**config.mk**
```make
export PLATFORM = sky130hd
export DESIGN_NAME = mc_control_unit
export DESIGN_NICKNAME = d
export VERILOG_FILES = /design/src/rtl/mc_ctrl_pkg.sv /design/src/rtl/mem_wait_timer.sv /design/src/rtl/mc_control_unit.sv
export SDC_FILE = /design/constraint.sdc
export NUM_CORES = 1
export LEC_CHECK = 0
export ABC_CLOCK_PERIOD_IN_PS = 4000
export CORE_AREA = 2 2 53 55
export CTS_CLUSTER_DIAMETER = 30
export DETAILED_ROUTE_END_ITERATION = 8
export DIE_AREA = 0 0 55 57
export PLACE_DENSITY = 0.74
export SLEW_MARGIN = 10
export SYNTH_ARGS = -nofsm -noshare
export SYNTH_HDL_FRONTEND = slang
export SYNTH_SLANG_ARGS = --single-unit
```
**constraint.sdc**
```tcl
create_clock -name clk -period 4 [get_ports clk]
set_input_delay 0.4 -clock clk [delete_from_list [all_inputs] [get_ports clk]]
set_output_delay 0.4 -clock clk [all_outputs]
set_load 0.005 [all_outputs]
```
**src/rtl/mc_ctrl_pkg.sv**
```systemverilog
// Shared encodings for the multicycle control unit: state codes, MIPS opcode/funct
// values, Ula32 selectors and datapath mux selects.
package mc_ctrl_pkg;

   typedef enum logic [3:0] {
      RST_ST    = 4'd0,
      FETCH     = 4'd1,
      DECODE    = 4'd2,
      MEM_ADDR  = 4'd3,
      MEM_RD    = 4'd4,
      MEM_WB    = 4'd5,
      MEM_WR    = 4'd6,
      R_EXEC    = 4'd7,
      R_WB      = 4'd8,
      BRANCH    = 4'd9,
      JUMP      = 4'd10,
      ADDI_EXEC = 4'd11,
      ADDI_WB   = 4'd12,
      EXCEPTION = 4'd13,
      HALT      = 4'd14
   } state_t;

   localparam logic [5:0] OP_RTYPE = 6'h00;
   localparam logic [5:0] OP_LW    = 6'h23;
   localparam logic [5:0] OP_SW    = 6'h2B;
   localparam logic [5:0] OP_BEQ   = 6'h04;
   localparam logic [5:0] OP_J     = 6'h02;
   localparam logic [5:0] OP_ADDI  = 6'h08;

   localparam logic [5:0] FN_ADD  = 6'h20;
   localparam logic [5:0] FN_SUB  = 6'h22;
   localparam logic [5:0] FN_AND  = 6'h24;
   localparam logic [5:0] FN_XOR  = 6'h26;
   localparam logic [5:0] FN_HALT = 6'h0D;

   localparam logic [2:0] ULA_ADD = 3'b001;
   localparam logic [2:0] ULA_SUB = 3'b010;
   localparam logic [2:0] ULA_AND = 3'b011;
   localparam logic [2:0] ULA_XOR = 3'b110;

   localparam logic [1:0] PCS_ALU    = 2'b00;
   localparam logic [1:0] PCS_ALUOUT = 2'b01;
   localparam logic [1:0] PCS_JUMP   = 2'b10;

   localparam logic [1:0] SRCB_B     = 2'b00;
   localparam logic [1:0] SRCB_FOUR  = 2'b01;
   localparam logic [1:0] SRCB_IMM   = 2'b10;
   localparam logic [1:0] SRCB_IMMSH = 2'b11;

   localparam logic [1:0] MTR_ALUOUT = 2'b00;
   localparam logic [1:0] MTR_MDR    = 2'b01;

   function automatic logic isAluFunct(input logic [5:0] f);
      return (f == FN_ADD) || (f == FN_SUB) || (f == FN_AND) || (f == FN_XOR);
   endfunction

   function automatic logic [2:0] ulaFromFunct(input logic [5:0] f);
      case (f)
         FN_SUB:  return ULA_SUB;
         FN_AND:  return ULA_AND;
         FN_XOR:  return ULA_XOR;
         default: return ULA_ADD;
      endcase
   endfunction

endpackage

```
**src/rtl/mem_wait_timer.sv**
```systemverilog
// Counts cycles spent waiting on mem_ready in a memory state; flags the last
// allowed cycle when ready is still low. TIMEOUT=0 never expires.
module mem_wait_timer #(
   parameter int TIMEOUT = 16,
   parameter int TW      = $clog2(TIMEOUT + 1)
) (
   input  logic clk,
   input  logic reset,
   input  logic clear,
   input  logic active,
   input  logic ready,
   output logic expired
);

   localparam int CW = (TW < 1) ? 1 : TW;
   localparam logic [CW-1:0] LAST = CW'((TIMEOUT == 0) ? 0 : TIMEOUT - 1);

   logic [CW-1:0] count;

   always_ff @(posedge clk) begin
      if (!reset)
         count <= '0;
      else if (clear)
         count <= '0;
      else if (active && !ready)
         count <= count + CW'(1);
   end

   // Ready in the last cycle wins over the timeout.
   assign expired = (TIMEOUT != 0) && active && !ready && (count == LAST);

endmodule

```
**src/rtl/mc_control_unit.sv**
```systemverilog
// Multicycle MIPS-subset controller with variable-latency memory handshake,
// wait-state timeout, addi path, sticky exception flag and halt.
module mc_control_unit
   import mc_ctrl_pkg::*;
#(
   parameter int TIMEOUT = 16,
   parameter int TW      = $clog2(TIMEOUT + 1),
   parameter int STW     = 4
) (
   input  logic           clk,
   input  logic           reset,
   input  logic [5:0]     opcode,
   input  logic [5:0]     funct,
   input  logic           alu_zero,
   input  logic           mem_ready,
   output logic           mem_req,
   output logic           mem_wr,
   output logic           iord,
   output logic           ir_write,
   output logic           mdr_write,
   output logic           pc_load,
   output logic [1:0]     pc_source,
   output logic           alu_src_a,
   output logic [1:0]     alu_src_b,
   output logic [2:0]     alu_op,
   output logic           alu_out_write,
   output logic           write_a,
   output logic           write_b,
   output logic           reg_write,
   output logic           reg_dst,
   output logic [1:0]     mem_to_reg,
   output logic           error,
   output logic [STW-1:0] estado
);

   state_t state, stateNext;
   logic   waitActive, waitClear, waitExpired;

   always_ff @(posedge clk) begin
      if (!reset) begin
         state <= RST_ST;
         error <= 1'b0;
      end else begin
         state <= stateNext;
         if (state == EXCEPTION)
            error <= 1'b1;
      end
   end

   // Any state change restarts the wait count, so every memory state starts at 0.
   assign waitActive = (state == FETCH) || (state == MEM_RD) || (state == MEM_WR);
   assign waitClear  = (stateNext != state);

   mem_wait_timer #(.TIMEOUT(TIMEOUT), .TW(TW)) uTimer (
      .clk     (clk),
      .reset   (reset),
      .clear   (waitClear),
      .active  (waitActive),
      .ready   (mem_ready),
      .expired (waitExpired)
   );

   always_comb begin
      stateNext     = state;
      mem_req       = 1'b0;
      mem_wr        = 1'b0;
      iord          = 1'b0;
      ir_write      = 1'b0;
      mdr_write     = 1'b0;
      pc_load       = 1'b0;
      pc_source     = PCS_ALU;
      alu_src_a     = 1'b0;
      alu_src_b     = SRCB_B;
      alu_op        = 3'b000;
      alu_out_write = 1'b0;
      write_a       = 1'b0;
      write_b       = 1'b0;
      reg_write     = 1'b0;
      reg_dst       = 1'b0;
      mem_to_reg    = MTR_ALUOUT;
      case (state)
         RST_ST: stateNext = FETCH;
         FETCH: begin
            mem_req   = 1'b1;
            alu_src_b = SRCB_FOUR;
            alu_op    = ULA_ADD;
            if (mem_ready) begin
               ir_write  = 1'b1;
               pc_load   = 1'b1;
               stateNext = DECODE;
            end else if (waitExpired) begin
               stateNext = EXCEPTION;
            end
         end
         DECODE: begin
            write_a       = 1'b1;
            write_b       = 1'b1;
            alu_src_b     = SRCB_IMMSH;
            alu_op        = ULA_ADD;
            alu_out_write = 1'b1;
            case (opcode)
               OP_RTYPE: begin
                  if (isAluFunct(funct))    stateNext = R_EXEC;
                  else if (funct == FN_HALT) stateNext = HALT;
                  else                       stateNext = EXCEPTION;
               end
               OP_LW, OP_SW: stateNext = MEM_ADDR;
               OP_BEQ:       stateNext = BRANCH;
               OP_J:         stateNext = JUMP;
               OP_ADDI:      stateNext = ADDI_EXEC;
               default:      stateNext = EXCEPTION;
            endcase
         end
         MEM_ADDR: begin
            alu_src_a     = 1'b1;
            alu_src_b     = SRCB_IMM;
            alu_op        = ULA_ADD;
            alu_out_write = 1'b1;
            stateNext     = (opcode == OP_SW) ? MEM_WR : MEM_RD;
         end
         MEM_RD: begin
            mem_req = 1'b1;
            iord    = 1'b1;
            if (mem_ready) begin
               mdr_write = 1'b1;
               stateNext = MEM_WB;
            end else if (waitExpired) begin
               stateNext = EXCEPTION;
            end
         end
         MEM_WB: begin
            reg_write  = 1'b1;
            mem_to_reg = MTR_MDR;
            stateNext  = FETCH;
         end
         MEM_WR: begin
            mem_req = 1'b1;
            mem_wr  = 1'b1;
            iord    = 1'b1;
            if (mem_ready)        stateNext = FETCH;
            else if (waitExpired) stateNext = EXCEPTION;
         end
         R_EXEC: begin
            alu_src_a     = 1'b1;
            alu_op        = ulaFromFunct(funct);
            alu_out_write = 1'b1;
            stateNext     = R_WB;
         end
         R_WB: begin
            reg_write = 1'b1;
            reg_dst   = 1'b1;
            stateNext = FETCH;
         end
         BRANCH: begin
            alu_src_a = 1'b1;
            alu_op    = ULA_SUB;
            pc_source = PCS_ALUOUT;
            pc_load   = alu_zero;
            stateNext = FETCH;
         end
         JUMP: begin
            pc_source = PCS_JUMP;
            pc_load   = 1'b1;
            stateNext = FETCH;
         end
         ADDI_EXEC: begin
            alu_src_a     = 1'b1;
            alu_src_b     = SRCB_IMM;
            alu_op        = ULA_ADD;
            alu_out_write = 1'b1;
            stateNext     = ADDI_WB;
         end
         ADDI_WB: begin
            reg_write = 1'b1;
            stateNext = FETCH;
         end
         EXCEPTION: stateNext = HALT;
         HALT:      stateNext = HALT;
         default:   stateNext = RST_ST;
      endcase
   end

   assign estado = STW'(state);

endmodule

```
# --- After elaboration in Yosys (flattened, before gate mapping) ---
# Index checks and enable logic that the tools add are counted.
word_totals:
  out_inout_bits: 26
  wordCells: 78
  regBits: 10
classes:
  n_reduce_logical: 21
  bitwise_logic: 1
  n_eq_ne: 26
  add_sub_neg: 1
  muxes: 26
op_table:
  columns: ["op", "n"]
  rows:
  - ["6-bit == test, second input constant", 6]
  - ["4-bit one-hot mux with 9 select lines", 1]
  - ["4-bit == test, second input constant", 7]
  - ["4-bit two-way mux", 5]
  - ["4-bit one-hot mux with 5 select lines", 1]
  - ["3-bit one-hot mux with 3 select lines", 2]
  - ["4-bit by 3-bit == test with 1-bit output, second input constant", 4]
  - ["6-bit by 4-bit == test with 1-bit output, second input constant", 2]
  - ["1-bit two-way mux", 12]
  - ["4-bit OR reduction", 3]
  - ["2-bit OR reduction", 5]
  - ["4-bit by 2-bit == test with 1-bit output, second input constant", 2]
  - ["6-bit by 2-bit == test with 1-bit output, second input constant", 1]
  - ["6-bit by 3-bit == test with 1-bit output, second input constant", 1]
  - ["6-bit logical NOT", 1]
  - ["2-bit one-hot mux with 3 select lines", 1]
  - ["3-bit OR reduction", 2]
  - ["6-bit OR reduction", 1]
  - ["5-bit by 1-bit adder with 5-bit output, second input constant", 1]
  - ["5-bit by 4-bit == test with 1-bit output, second input constant", 1]
  - ["1-bit logical OR", 5]
  - ["4-bit by 1-bit == test with 1-bit output, second input constant", 1]
  - ["4-bit logical NOT", 1]
  - ["2-bit two-way mux", 2]
  - ["other kinds (6)", 7]

# --- Logic depth before layout (Yosys ltp) ---
logic_depth:
  ltp_word: 10
  ltp_mapped: 9
  ltp_nobuf: 9

# --- By module ---
# From an unflattened synthesis, not the netlist that was laid out.
hier_totals:
  hier_cells: 143
  hier_area_um2: 1004.7
by_module_without_submodules:
  columns: ["mod", "area_per_inst_um2", "cells_each", "instances"]
  rows:
  - ["mc_control_unit", 758.2, 116, 1]
  - ["mem_wait_timer", 246.5, 27, 1]

# --- Worst setup path before layout ---
# Ideal clock, no wire load.
synth_path:
  path_kind: "register -> register"
  startpoint: "reg uTimer.count[0]"
  endpoint: "reg uTimer.count[0]"
  arrival_time_ns: 2.142
  t_required_ns: 3.908
  path_stages_with_launch: 10
  period_less_slack_ns: 2.234
  setup_slack_ns: 1.766
  cell_sequence: "dfxtp_1 > ha_1 > and3_1 > ha_1 > or4b_1 > a221oi_1 > a311o_1 > xnor2_1 > nand2_1 > nor4_1"
synth_between:
  elab_chain_cells: 7
  word_cells_on_any_way: 10
synth_lines:
  columns: ["item", "line_no", "source"]
  rows:
  - ["start, declared", "mem_wait_timer.sv:18", "logic [CW-1:0] count;"]
  - ["start signal, assigned", "mem_wait_timer.sv:26", "count <= count + CW'(1);"]
  - ["5-bit by 4-bit == test with 1-bit output", "mem_wait_timer.sv:30", "assign expired = (TIMEOUT != 0) && active && !ready && (count == LAST);"]
  - ["1-bit logical AND", "mem_wait_timer.sv:30", null]
  - ["4-bit two-way mux", "mc_control_unit.sv:91, mc_control_unit.sv:127, mc_control_unit.sv:141", null]
  - ["4-bit two-way mux (on tied branches)", "mc_control_unit.sv:140, mc_control_unit.sv:87, mc_control_unit.sv:124", null]
  - ["4-bit one-hot mux with 9 select lines", "mc_control_unit.sv:81", "case (state)"]
  - ["4-bit != test", "mc_control_unit.sv:52", "assign waitClear = (stateNext != state);"]
  - ["2-bit OR reduction (no source line)", null, null]
# Parallel ways exist; a longest one is shown, timed or not.
# A chain may end at the register's enable or synchronous reset.

# --- Final worst setup path ---
layout_path:
  startpoint: "in funct[0]"
  endpoint: "out alu_op[0]"
layout_between:
  elab_chain_cells: 3
  word_cells_on_any_way: 5
layout_lines:
  columns: ["item", "line_no", "source"]
  rows:
  - ["start, declared", "mc_control_unit.sv:13", "input logic [5:0] funct,"]
  - ["6-bit == test", "mc_ctrl_pkg.sv:58", "case (f)"]
  - ["3-bit one-hot mux with 3 select lines *", "mc_ctrl_pkg.sv:58", null]
  - ["3-bit one-hot mux with 3 select lines *", "mc_control_unit.sv:81", null]
  - ["end, declared", "mc_control_unit.sv:25", "output logic [2:0] alu_op,"]
# Every way passes the cells marked *; elsewhere a longest branch is shown, timed or not.

==> flow_summary.ini <==
[outcome]
status = completed

[timing]
hold_violations = 0
min_period_over_period_pct = 68.85
fin_skew_ns = 0.008862
setup-tns-final_ns = 0
worst_slack_ns = 1.246
min_period_ns = 2.754
drv_slew = 0
worstMarginPinSlew_ns = 0.7987
rsz0062_at_grt = no
relSlewSlack_pct = 46.34
setup_violations = 0
max_freq_ghz = 0.3631

[place]
dp_hpwl_mm = 2.228
place_congestion = 0.7922
dpl_cell_area_mm2 = 0.001400
post-place-ws_ns = 1.133
numPortBuffers = 40

[route]
drtIter0Drc = 33
num_vias = 1188
drc_errors = 0
drt_wl_total_mm = 2.877
final_antenna_net_count = 0
avgViaCountPerCell = 5.657
wire_per_inst_um = 13.70
dr.pass1.iters = 4

[layout]
layout.cells.most_common = clkdlybuf4s50_1
drive_gt1_share_pct = 3.911
antenna_cells = 0
layout_common_cells = clkdlybuf4s50_1, nor2_1, nand2_1
syn_to_final_growth_pct = 41.55
nets = 198
finalInstanceArea_mm2 = 0.001436

[critical_path]
cpMostUsedCell = clkdlybuf4s50_1
critPathKind = input pin to primary output
critPathArrivalTime_ns = 2.35
cpPeakStageDelay_ns = 0.66
crit_chain = clkdlybuf4s50_1 -> nor4b_1 -> nand2_1 -> nand3_1 -> o21ai_0 -> clkdlybuf4s50_1
critPathTopFamily = simple AND/OR/NAND/NOR gates
worstPathRequired_ns = 3.60
cp_max_fo = 4
worstSetupEndpointType = primary output
cp_slowest_cell = nor4b_1
path_buf_inv = 2
critPathLaunchType = input pin

[worst_hold_path]
min_path_type = flip-flop to flip-flop

[clocking]
root_buffer = clkbuf_4
cts.htree.levels = 1
cts.sinks = 10
cts_setup_buffers = 0
cts_hold_buf = 0
cts_tree = done
clock_latency_ns = 0.27
path_clk_slew_ns = 0.07
clockBufferDepth = 2
postCtsResizedCells = 0
cts_buffers = 3

[global_route]
overflow = 0
grt_max_degree = 23
grt_pass1_wl_mm = 4.595
track_usage_pct = 19.33
first_global_vias = 1087
antenna_found_initial = 0

[power_and_ir_drop]
vdd_ir_drop_max_mv = 0.1840
power_frac_clock_pct = 24.1
total_power_mw = 0.3732
power_density_mw_per_mm2 = 259.8
cellLeakagePower_nw = 0.4977
seqPwrFrac_pct = 32.9
p_comb_share_pct = 43.0
switching_share_pct = 34.39
switchingPower_mw = 0.1284
intPower_mw = 0.2449

[synthesis]
synth_seq_area_share_pct = 19.73
synth_area_mm2 = 0.001015
syn_area_per_cell_um2 = 6.903
yosys_register_bits = 10
syn-instance-count = 147
yosysTopAreaCellShare_pct = 19.73
syn_nets = 165
synth_warnings = 0
ys_types = 41
synth_top_area_cell = dfxtp_1
synthTopCellsByArea = dfxtp_1, nor2_1, nand2_1

[die]
die_x_um = 55
io_pins = 42
die_area_mm2 = 0.003135
coreArea_mm2 = 0.002615
die_h_um = 57
row_count = 19
initial_core_util_pct = 38.80

[run]
timing.max_cap.violations = 0
==> logic make-up after synthesis <==
kind of cell	Yosys count	synth area share, %
xor gates and xnor gates	9	7.768
and+or+nand+nor	73	38.47
other	1	0.3696
DFF	10	19.73
muxes	1	0.9865
adders and majority gates	2	2.466
buffers and inverters	16	6.780
AOI/OAI and AO/OA	35	23.43
==> cell type report <==
type	instances	area (um^2)
fill	267	1179
multi-input combinational	121	745.7
inverter	4	15.01
sequential	10	200.2
tap	31	38.79
timing repair buffer	40	400.4
clock buffer	4	36.28
==> tightest hold or removal path, stage by stage (launching register included) <==
cell and delay [ns]:
dfxtp_1 0.33, a31oi_1 0.04, nor2_1 0.07
==> power groups by stage <==
stage	Combinational [mW]	Clock (mW)	Sequential, mW
after detailed placement	0.159	0	0.125
after floorplan	0.0991	0	0.112
after CTS	0.160	0.0935	0.123
after global routing	0.176	0.0985	0.125
final	0.161	0.0898	0.123
after global placement	0.156	0	0.125
==> per-stage QoR <==
step,hold WS (ns),std cells,util (%)
floorplan,0.4605,147,-
global placement,0.4589,206,53.54
detailed placement,0.4628,206,53.54
CTS,0.4801,210,54.93
global route,0.5088,210,54.93
finish,0.4733,210,54.93
==> flip-flops by register name, summed over array words and instances, names as in the netlist <==
name,count
uTimer.count,5
error,1
estado,4
==> synth_stat cells (all sizes together) <==
cell and n:
nor4b 1, nor3 8, a21o 1, and3 1, or3 1, buf 3, dfxtp 10, a32oi 1
a2bb2oi 1, and2 2, mux2i 1, o21a 4, xor2 4, nor2 22, nor4bb 1, or3b 2
or4b 2, nand4 1, xnor2 5, clkbuf 9, a221oi 2, nand2 13, conb 1, inv 4
o21ai 7, nand2b 7, nand4b 2, o221ai 2, a21oi 9, nor4 6, nand3 1, a211o 1
or2 1, o211ai 2, a311oi 1, a311o 1, a31oi 3, ha 2, nor2b 2
==> per-layer routing <==
layer	part of all wire [%]	GRT usage [%]	vias to the layer above
met1	43	23.65	547
met3	7.5	2.618	8
li1	-	-	590
met2	48	32.82	43
met5	0	0	-
met4	1.8	8.362	0
==> final timing paths <==
check	slack, ns	cells after the start	to	start
worst max register to register	1.40	9	uTimer.count[0]	uTimer.count[0]
worst max-delay path	1.25	6	alu_op[0]	funct[0]
worst min-delay path	0.47	2	error	error
worst min register to register	0.47	2	error	error
Note: power is estimated with default switching activity, not from simulation.
